--- src/rtl/alu_pipe_nb_pkg.sv ---
// ---------------------------------------------------------------------------
// alu_pkg
//   Shared definitions for the pipelined ALU: opcode encodings, bit positions
//   of the status flags inside o_flags, and small WIDTH-independent helpers
//   used by the combinational core.
//   Opcodes 0-7 keep the legacy 3-bit {mode, select} encoding. Opcodes 8-13
//   add the carry-chained, shift and pass operations. Opcodes 14-15 are
//   reserved.
// ---------------------------------------------------------------------------
package alu_pkg;

    localparam logic [3:0] OP_NOT   = 4'd0;
    localparam logic [3:0] OP_AND   = 4'd1;
    localparam logic [3:0] OP_XOR   = 4'd2;
    localparam logic [3:0] OP_OR    = 4'd3;
    localparam logic [3:0] OP_DEC   = 4'd4;
    localparam logic [3:0] OP_ADD   = 4'd5;
    localparam logic [3:0] OP_SUB   = 4'd6;
    localparam logic [3:0] OP_INC   = 4'd7;
    localparam logic [3:0] OP_ADC   = 4'd8;
    localparam logic [3:0] OP_SBB   = 4'd9;
    localparam logic [3:0] OP_SHL   = 4'd10;
    localparam logic [3:0] OP_SHR   = 4'd11;
    localparam logic [3:0] OP_SAR   = 4'd12;
    localparam logic [3:0] OP_PASSB = 4'd13;

    localparam int FLAG_N = 3;
    localparam int FLAG_Z = 2;
    localparam int FLAG_C = 1;
    localparam int FLAG_V = 0;

    // Only these operations own the persistent carry; every other opcode
    // leaves the carry chain untouched.
    function automatic logic writes_carry(input logic [3:0] op);
        return (op == OP_ADD) || (op == OP_SUB) || (op == OP_ADC) ||
               (op == OP_SBB) || (op == OP_SHL) || (op == OP_SHR) ||
               (op == OP_SAR);
    endfunction

    // Signed overflow of an addition: operands share a sign and the result
    // sign differs from it.
    function automatic logic add_ovf(input logic a_s, input logic b_s,
                                     input logic r_s);
        return (a_s == b_s) && (r_s != a_s);
    endfunction

    // Signed overflow of a subtraction: operand signs differ and the result
    // sign differs from the minuend.
    function automatic logic sub_ovf(input logic a_s, input logic b_s,
                                     input logic r_s);
        return (a_s != b_s) && (r_s != a_s);
    endfunction

endpackage

--- src/rtl/alu_pipe_nb_if.sv ---
// ---------------------------------------------------------------------------
// alu_pipe_nb_if
//   Operation and result handshake bundle for alu_pipe_nb.
//   Upstream side : i_valid, o_ready, i_op, i_dataA, i_dataB
//   Downstream side: o_valid, i_ready, o_data, o_flags ({N,Z,C,V})
//   Modport slave is the ALU's view. Modport master is the view of the
//   surrounding logic, which drives operations and accepts results.
// ---------------------------------------------------------------------------
interface alu_pipe_nb_if #(
    parameter int WIDTH = 32
);

    logic             i_valid;
    logic             o_ready;
    logic [3:0]       i_op;
    logic [WIDTH-1:0] i_dataA;
    logic [WIDTH-1:0] i_dataB;

    logic             o_valid;
    logic             i_ready;
    logic [WIDTH-1:0] o_data;
    logic [3:0]       o_flags;

    modport slave (
        input  i_valid,
        output o_ready,
        input  i_op,
        input  i_dataA,
        input  i_dataB,
        output o_valid,
        input  i_ready,
        output o_data,
        output o_flags
    );

    modport master (
        output i_valid,
        input  o_ready,
        output i_op,
        output i_dataA,
        output i_dataB,
        input  o_valid,
        output i_ready,
        input  o_data,
        input  o_flags
    );

endinterface

--- src/rtl/alu_pipe_nb_core.sv ---
// ---------------------------------------------------------------------------
// alu_nb_core
//   Purely combinational ALU datapath.
//   Ports:
//     op     in  4      opcode (see alu_pkg)
//     a, b   in  WIDTH  operands
//     c_in   in  1      current persistent carry
//     result out WIDTH  operation result
//     n,z,c,v out 1     status flags for result
//     c_we   out 1      result carry must be written to the carry register
// ---------------------------------------------------------------------------
module alu_nb_core
    import alu_pkg::*;
#(
    parameter int WIDTH = 32
) (
    input  logic [3:0]       op,
    input  logic [WIDTH-1:0] a,
    input  logic [WIDTH-1:0] b,
    input  logic             c_in,
    output logic [WIDTH-1:0] result,
    output logic             n,
    output logic             z,
    output logic             c,
    output logic             v,
    output logic             c_we
);

    localparam int MSB = WIDTH - 1;
    localparam logic [WIDTH-1:0] ONE = {{(WIDTH-1){1'b0}}, 1'b1};

    logic             chain_in;
    logic [WIDTH:0]   add_sum;
    logic [WIDTH:0]   sub_diff;

    // One adder and one subtractor are shared between the plain and the
    // carry-chained forms. The extra top bit is the carry-out / borrow.
    assign chain_in = ((op == OP_ADC) || (op == OP_SBB)) ? c_in : 1'b0;
    assign add_sum  = {1'b0, a} + {1'b0, b} + {{WIDTH{1'b0}}, chain_in};
    assign sub_diff = {1'b0, a} - {1'b0, b} - {{WIDTH{1'b0}}, chain_in};

    always_comb begin
        result = '0;
        c      = c_in;
        v      = 1'b0;
        case (op)
            OP_NOT: result = ~a;
            OP_AND: result = a & b;
            OP_XOR: result = a ^ b;
            OP_OR:  result = a | b;
            OP_DEC: begin
                result = a - ONE;
                v      = sub_ovf(a[MSB], 1'b0, result[MSB]);
            end
            OP_ADD, OP_ADC: begin
                result = add_sum[WIDTH-1:0];
                c      = add_sum[WIDTH];
                v      = add_ovf(a[MSB], b[MSB], result[MSB]);
            end
            OP_SUB, OP_SBB: begin
                result = sub_diff[WIDTH-1:0];
                c      = sub_diff[WIDTH];
                v      = sub_ovf(a[MSB], b[MSB], result[MSB]);
            end
            OP_INC: begin
                result = a + ONE;
                v      = add_ovf(a[MSB], 1'b0, result[MSB]);
            end
            OP_SHL: begin
                result = {a[MSB-1:0], 1'b0};
                c      = a[MSB];
            end
            OP_SHR: begin
                result = {1'b0, a[MSB:1]};
                c      = a[0];
            end
            OP_SAR: begin
                result = {a[MSB], a[MSB:1]};
                c      = a[0];
            end
            OP_PASSB: result = b;
            // Reserved opcodes report a fixed zero result with C cleared;
            // the carry register itself is not written.
            default: begin
                result = '0;
                c      = 1'b0;
            end
        endcase
    end

    assign n    = result[MSB];
    assign z    = (result == '0);
    assign c_we = writes_carry(op);

endmodule

--- src/rtl/alu_pipe_nb.sv ---
// ---------------------------------------------------------------------------
// alu_pipe_nb
//   Two-stage pipelined ALU with valid/ready on both sides and a persistent
//   carry register for multi-word add/subtract chains.
//   Ports:
//     i_clk    in   clock, all state on the rising edge
//     i_rst_n  in   asynchronous active-low reset
//     bus      slave modport of alu_pipe_nb_if (operation in, result out)
//   S1 holds the accepted opcode and operands. S2 holds the registered
//   result and flags. The carry register is updated in step with S2, so
//   chained ops always see the carry of the previous op in program order.
// ---------------------------------------------------------------------------
module alu_pipe_nb
    import alu_pkg::*;
#(
    parameter int WIDTH = 32
) (
    input  logic          i_clk,
    input  logic          i_rst_n,
    alu_pipe_nb_if.slave  bus
);

    logic             s1_v;
    logic [3:0]       s1_op;
    logic [WIDTH-1:0] s1_a;
    logic [WIDTH-1:0] s1_b;

    logic             out_v;
    logic [WIDTH-1:0] out_data;
    logic [3:0]       out_flags;
    logic             c_q;

    logic             s2_adv;
    logic             s1_adv;
    logic             in_ready;

    logic [WIDTH-1:0] core_result;
    logic             core_n;
    logic             core_z;
    logic             core_c;
    logic             core_v;
    logic             core_c_we;
    logic [3:0]       flags_next;

    // S2 may load whenever it is empty or its current result leaves this
    // cycle. S1 can take a new op whenever it is empty or is draining into S2.
    // o_ready depends on i_ready but never on i_valid.
    assign s2_adv   = !out_v || bus.i_ready;
    assign s1_adv   = s1_v && s2_adv;
    assign in_ready = !s1_v || s2_adv;

    alu_nb_core #(
        .WIDTH (WIDTH)
    ) u_core (
        .op     (s1_op),
        .a      (s1_a),
        .b      (s1_b),
        .c_in   (c_q),
        .result (core_result),
        .n      (core_n),
        .z      (core_z),
        .c      (core_c),
        .v      (core_v),
        .c_we   (core_c_we)
    );

    always_comb begin
        flags_next         = '0;
        flags_next[FLAG_N] = core_n;
        flags_next[FLAG_Z] = core_z;
        flags_next[FLAG_C] = core_c;
        flags_next[FLAG_V] = core_v;
    end

    // Stage 1: capture the operation on every upstream transfer. When S1
    // drains with nothing new arriving it simply goes empty.
    always_ff @(posedge i_clk or negedge i_rst_n) begin
        if (!i_rst_n) begin
            s1_v  <= 1'b0;
            s1_op <= '0;
            s1_a  <= '0;
            s1_b  <= '0;
        end else if (in_ready) begin
            s1_v <= bus.i_valid;
            if (bus.i_valid) begin
                s1_op <= bus.i_op;
                s1_a  <= bus.i_dataA;
                s1_b  <= bus.i_dataB;
            end
        end
    end

    // Stage 2: register the result and flags, and commit the carry on the
    // same edge. A stalled S2 holds its outputs and freezes the carry chain.
    always_ff @(posedge i_clk or negedge i_rst_n) begin
        if (!i_rst_n) begin
            out_v     <= 1'b0;
            out_data  <= '0;
            out_flags <= '0;
            c_q       <= 1'b0;
        end else begin
            if (s2_adv) begin
                out_v <= s1_v;
            end
            if (s1_adv) begin
                out_data  <= core_result;
                out_flags <= flags_next;
                if (core_c_we) begin
                    c_q <= core_c;
                end
            end
        end
    end

    assign bus.o_ready = in_ready;
    assign bus.o_valid = out_v;
    assign bus.o_data  = out_data;
    assign bus.o_flags = out_flags;

endmodule

--- src/flat_wrapper.sv ---
// flat-port wrapper written by rule: the top's interface ports become plain ports
module alu_pipe_nb_flat import alu_pkg::*;
#(
    parameter int WIDTH = 32
)
  (i_clk, i_rst_n, bus_i_valid, bus_o_ready, bus_i_op, bus_i_dataA, bus_i_dataB, bus_o_valid, bus_i_ready, bus_o_data, bus_o_flags);
  alu_pipe_nb_if #(.WIDTH(WIDTH)) bus_i ();
  input  logic i_clk;
  input  logic i_rst_n;
  input wire logic [$bits(bus_i.i_valid)-1:0] bus_i_valid;
  output wire logic [$bits(bus_i.o_ready)-1:0] bus_o_ready;
  input wire logic [$bits(bus_i.i_op)-1:0] bus_i_op;
  input wire logic [$bits(bus_i.i_dataA)-1:0] bus_i_dataA;
  input wire logic [$bits(bus_i.i_dataB)-1:0] bus_i_dataB;
  output wire logic [$bits(bus_i.o_valid)-1:0] bus_o_valid;
  input wire logic [$bits(bus_i.i_ready)-1:0] bus_i_ready;
  output wire logic [$bits(bus_i.o_data)-1:0] bus_o_data;
  output wire logic [$bits(bus_i.o_flags)-1:0] bus_o_flags;
  assign bus_i.i_valid = bus_i_valid;
  assign bus_o_ready = bus_i.o_ready;
  assign bus_i.i_op = bus_i_op;
  assign bus_i.i_dataA = bus_i_dataA;
  assign bus_i.i_dataB = bus_i_dataB;
  assign bus_o_valid = bus_i.o_valid;
  assign bus_i.i_ready = bus_i_ready;
  assign bus_o_data = bus_i.o_data;
  assign bus_o_flags = bus_i.o_flags;
  alu_pipe_nb #(.WIDTH(WIDTH)) u_core (.i_clk(i_clk), .i_rst_n(i_rst_n), .bus(bus_i));
endmodule
--- config.mk ---
export PLATFORM = sky130hd
export DESIGN_NAME = alu_pipe_nb_flat
export DESIGN_NICKNAME = d
export VERILOG_FILES = /design/src/rtl/alu_pipe_nb_pkg.sv /design/src/rtl/alu_pipe_nb_if.sv /design/src/rtl/alu_pipe_nb_core.sv /design/src/rtl/alu_pipe_nb.sv /design/src/flat_wrapper.sv
export SDC_FILE = /design/constraint.sdc
export NUM_CORES = 1
export LEC_CHECK = 0
export ABC_AREA = 1
export CORE_MARGIN = 2
export CORE_UTILIZATION = 30
export CTS_BUF_LIST = sky130_fd_sc_hd__clkbuf_4
export DETAILED_ROUTE_END_ITERATION = 8
export SYNTH_ARGS = -nofsm -noshare
export SYNTH_HDL_FRONTEND = slang
export SYNTH_SLANG_ARGS = --single-unit
--- constraint.sdc ---
create_clock -name i_clk -period 3.54 [get_ports i_clk]
set_input_delay 0.708 -clock i_clk [delete_from_list [all_inputs] [get_ports i_clk]]
set_output_delay 0.708 -clock i_clk [all_outputs]
set_load 0.01 [all_outputs]
==> flow_metrics.env, run 1 <==
export IMPL_comb_power_share=0.730
export IMPL_tritoncts="built"
export IMPL_drive_gt1_frac=0.0855
export IMPL_critPathTopFamily="simple AND/OR/NAND/NOR gates"
export IMPL_p_clk_frac=0.070
export IMPL_cts_made_buffers=9
export IMPL_p_per_area_nw_per_um2=526
export IMPL_critPathCaptureType="flop"
export IMPL_synth_nets=2787
export IMPL_finalCritPeriodShare=0.938
export IMPL_yosysUniqueCellTypes=44
export IMPL_setup_viol=0
export IMPL_final_nets=2972
export IMPL_seq_area_um2=2650
export IMPL_core_area_um2=47400
export IMPL_instances_no_fill=3391
export IMPL_rsz0062_at_grt="yes"
export IMPL_power_leakage_nw=8.99
export IMPL_syn_area_um2=14300
export IMPL_p_seq_frac=0.199
export IMPL_fillers=5485
export IMPL_cts_root_buf="clkbuf_4"
export IMPL_clock_fmax_mhz=301
export IMPL_clock_sinks=106
export IMPL_die_y_um=222
export IMPL_cp_max_fo=4
export IMPL_crit_slowest_cell="fa_1"
export IMPL_switchingPower_mw=4.99
export IMPL_muxShareOfSynthArea=0
export IMPL_die_x_um=222
export IMPL_status="completed"
export IMPL_cap_violations=0
export IMPL_path_clk_slew_ns=0.18
export IMPL_ctsHtreeMaxLevel=3
export IMPL_pre_cts_slack_ns=-0.149
export IMPL_yosys_area_share_simple=0.477
export IMPL_wirelength_um=63600
export IMPL_grt_antenna_before_repair=2
export IMPL_fin_setup_tns_ns=0
export IMPL_synthAdderAreaFrac=0.119
export IMPL_die_area_um2=49400
export IMPL_intPower_mw=4.04
export IMPL_postSynthAreaPerCell_um2=5.54
export IMPL_hold_viol=0
export IMPL_synth_seq_cells=106
export IMPL_peakVddDrop_mv=0.203
export IMPL_layout_commonest_cell="nand2_1"
export IMPL_ys_seq_area_frac=0.185
export IMPL_synth_top_family_by_area="simple AND/OR/NAND/NOR gates"
export IMPL_numPlacedInstances=3365
export IMPL_path_class="reg -> reg"
export IMPL_drc=0
export IMPL_overflow=0
export IMPL_tightest_slew_ns=0.874
export IMPL_crit_arrival_ns=3.93
export IMPL_via_count=16900
export IMPL_cpMostUsedCell="nand2_1"
export IMPL_most_common_layout_cells="902 x nand2_1, 392 x nor2_1, 365 x inv_1"
export IMPL_track_usage=0.257
export IMPL_hold_path_class="in -> async"
export IMPL_multi_input_area_um2=10000
export IMPL_worstPathCellList="inv_2, nand2_4, nor3_4, fa_1, ha_2, nor2_2, inv_2, fa_2, nand3_4, nand2_4, buf_4, nand2_1, nand3_2, nor2_1, nor2_1, nand2_1, nand2_1, nor2_2, nand2_1, nor2_1, nand3_2, nor2_2, nand2_1, nand2_1"
export IMPL_worst_path_buf_inv=3
export IMPL_layout_setup_ws_ns=0.221
export IMPL_hpwlAfterDp_um=53000
export IMPL_slew_headroom=0.416
export IMPL_fin_hold_ws_ns=0.490
export IMPL_start_kind="flop"
export IMPL_p_sw_frac=0.553
export IMPL_syn_instance_count=2581
export IMPL_grt_pass1_vias=16100
export IMPL_insertion_delay_ns=0.66
export IMPL_period_minus_slack_ns=3.32
export IMPL_grt_max_degree=54
export IMPL_ios=110
export IMPL_start_util=0.301
export IMPL_skew_ns=0.0201
export IMPL_synth_xor_area_frac=0.00919
export IMPL_gp_congestion=1.00
export IMPL_row_count=80
export IMPL_viasPerCell=4.98
export IMPL_ant_nets=0
export IMPL_portBuffers=109
export IMPL_synth_compound_area_share=0.0848
export IMPL_required_ns=4.15
export IMPL_area_growth_pct=20.0
export IMPL_grt_pass1_wl_um=96000
export IMPL_maxSlewViolCount=0
export IMPL_cpPeakStageDelay_ns=0.48
export IMPL_routedWlPerCell_um=18.8
export IMPL_drtPass1Iterations=6
export IMPL_drt_iter0_markers=1677
export IMPL_cts_buffer_depth=2
export IMPL_ys_warnings_count=0
power groups by stage:
stage,logic [mW],registers (mW),clock network (mW)
floorplan,3.74,1.83,0
finish,6.59,1.80,0.635
detailed placement,6.31,1.83,0
global route,7.30,1.85,0.705
CTS,6.35,1.80,0.667
global placement,6.32,1.82,0
cell families after synthesis:
logic type | count (synthesis)
xor+xnor | 15
simple gates | 1650
flops | 106
fa+ha+maj | 134
buf+inv | 451
compound gates | 225
synthesized netlist by cell type (all sizes together):
library cell | number | area share
dfrtp | 106 | 0.19
o21ai | 60 | 0.021
nor2 | 419 | 0.12
nand4 | 46 | 0.020
and2 | 8 | 0.0035
a21boi | 1 | 0.00053
a31oi | 3 | 0.0013
or2 | 6 | 0.0026
and3 | 1 | 0.00044
nor3b | 1 | 0.00053
nor3 | 17 | 0.0066
o2111a | 1 | 0.00079
o211ai | 11 | 0.0058
a41oi | 2 | 0.0012
xor2 | 10 | 0.0061
o21bai | 3 | 0.0016
buf | 40 | 0.016
clkbuf | 30 | 0.0079
inv | 374 | 0.098
fa | 4 | 0.0056
a21oi | 124 | 0.043
xnor2 | 5 | 0.0031
ha | 130 | 0.11
o22ai | 17 | 0.0074
nand3 | 211 | 0.074
o221ai | 2 | 0.0012
a211oi | 1 | 0.00053
clkinv | 7 | 0.0018
nand2 | 928 | 0.25
nand3b | 10 | 0.0052
nor4 | 3 | 0.0013
routing by layer:
layer  part of all wire  vias to the layer above  track usage
met4              0.052                        0        0.125
met5                  0                        -            0
met1               0.45                     7662        0.347
met3              0.075                      143       0.0393
li1                   -                     8411            -
met2               0.43                      684        0.401
per-stage QoR:
step           area [µm²]  power, mW  utilization
3_5_place_dp        16800       8.14        0.355
4_1_cts             17000       8.82        0.358
3_3_place_gp        16800       8.14        0.355
6_report            17200       9.03        0.362
2_1_floorplan       14300       5.57            -
5_1_grt             17200       9.85        0.362
area by class of cell:
type / instances / share of cell area
diodes: 5 / 0.000729
repair buffers: 244 / 0.125
well taps: 615 / 0.0448
clock inverters: 6 / 0.00241
clock buffers: 10 / 0.00437
multi-input cells: 2024 / 0.584
inverters: 381 / 0.0835
flip-flops and latches: 106 / 0.155
sequential cells by signal, summed over array words and instances, names as in the netlist:
signal	flops
u_core.s1_v	1
u_core.bus.o_data	31
u_core.s1_b	32
u_core.s1_op	4
u_core.bus.o_valid	1
u_core.c_q	1
u_core.bus.o_flags	4
u_core.s1_a	32
path summary, 6_finish.rpt:
check	startpoint	slack [ns]	cells past startpoint	end
max in group asynchronous	i_rst_n	2.30	3	u_core.bus.o_data[28]$_DFFE_PN0P_
hold / removal	i_rst_n	0.49	2	u_core.c_q$_DFFE_PN0P_
setup / recovery	u_core.s1_op[2]$_DFFE_PN0P_	0.22	24	u_core.bus.o_flags[2]$_DFFE_PN0P_
hold reg to reg	u_core.bus.o_data[29]$_DFFE_PN0P_	0.50	2	u_core.bus.o_data[29]$_DFFE_PN0P_
setup reg to reg	u_core.s1_op[2]$_DFFE_PN0P_	0.22	24	u_core.bus.o_flags[2]$_DFFE_PN0P_
min in group i_clk	u_core.bus.o_data[29]$_DFFE_PN0P_	0.50	2	u_core.bus.o_data[29]$_DFFE_PN0P_
what timing repair did:
action                     in CTS  in global routing
hold buffers                    1                  0
setup endpoints to repair       3                  7
hold endpoints to repair       21                  0
buffers inserted                0                  4
resized for setup               5                 44
pin swaps                       7                 20
cloned                          0                  0
No activity file was read; power rests on OpenSTA's default activity.
==> inputs of run 2 (changes only) <==
--- a/config.mk
+++ b/config.mk
@@ -10,6 +10,7 @@
 export CORE_UTILIZATION = 30
 export CTS_BUF_LIST = sky130_fd_sc_hd__clkbuf_4
 export DETAILED_ROUTE_END_ITERATION = 8
+export SKIP_LAST_GASP = 1
 export SYNTH_ARGS = -nofsm -noshare
 export SYNTH_HDL_FRONTEND = slang
 export SYNTH_SLANG_ARGS = --single-unit
==> results of run 2 <==
No change in the layout: final DEF, timing and power equal those of run 1.
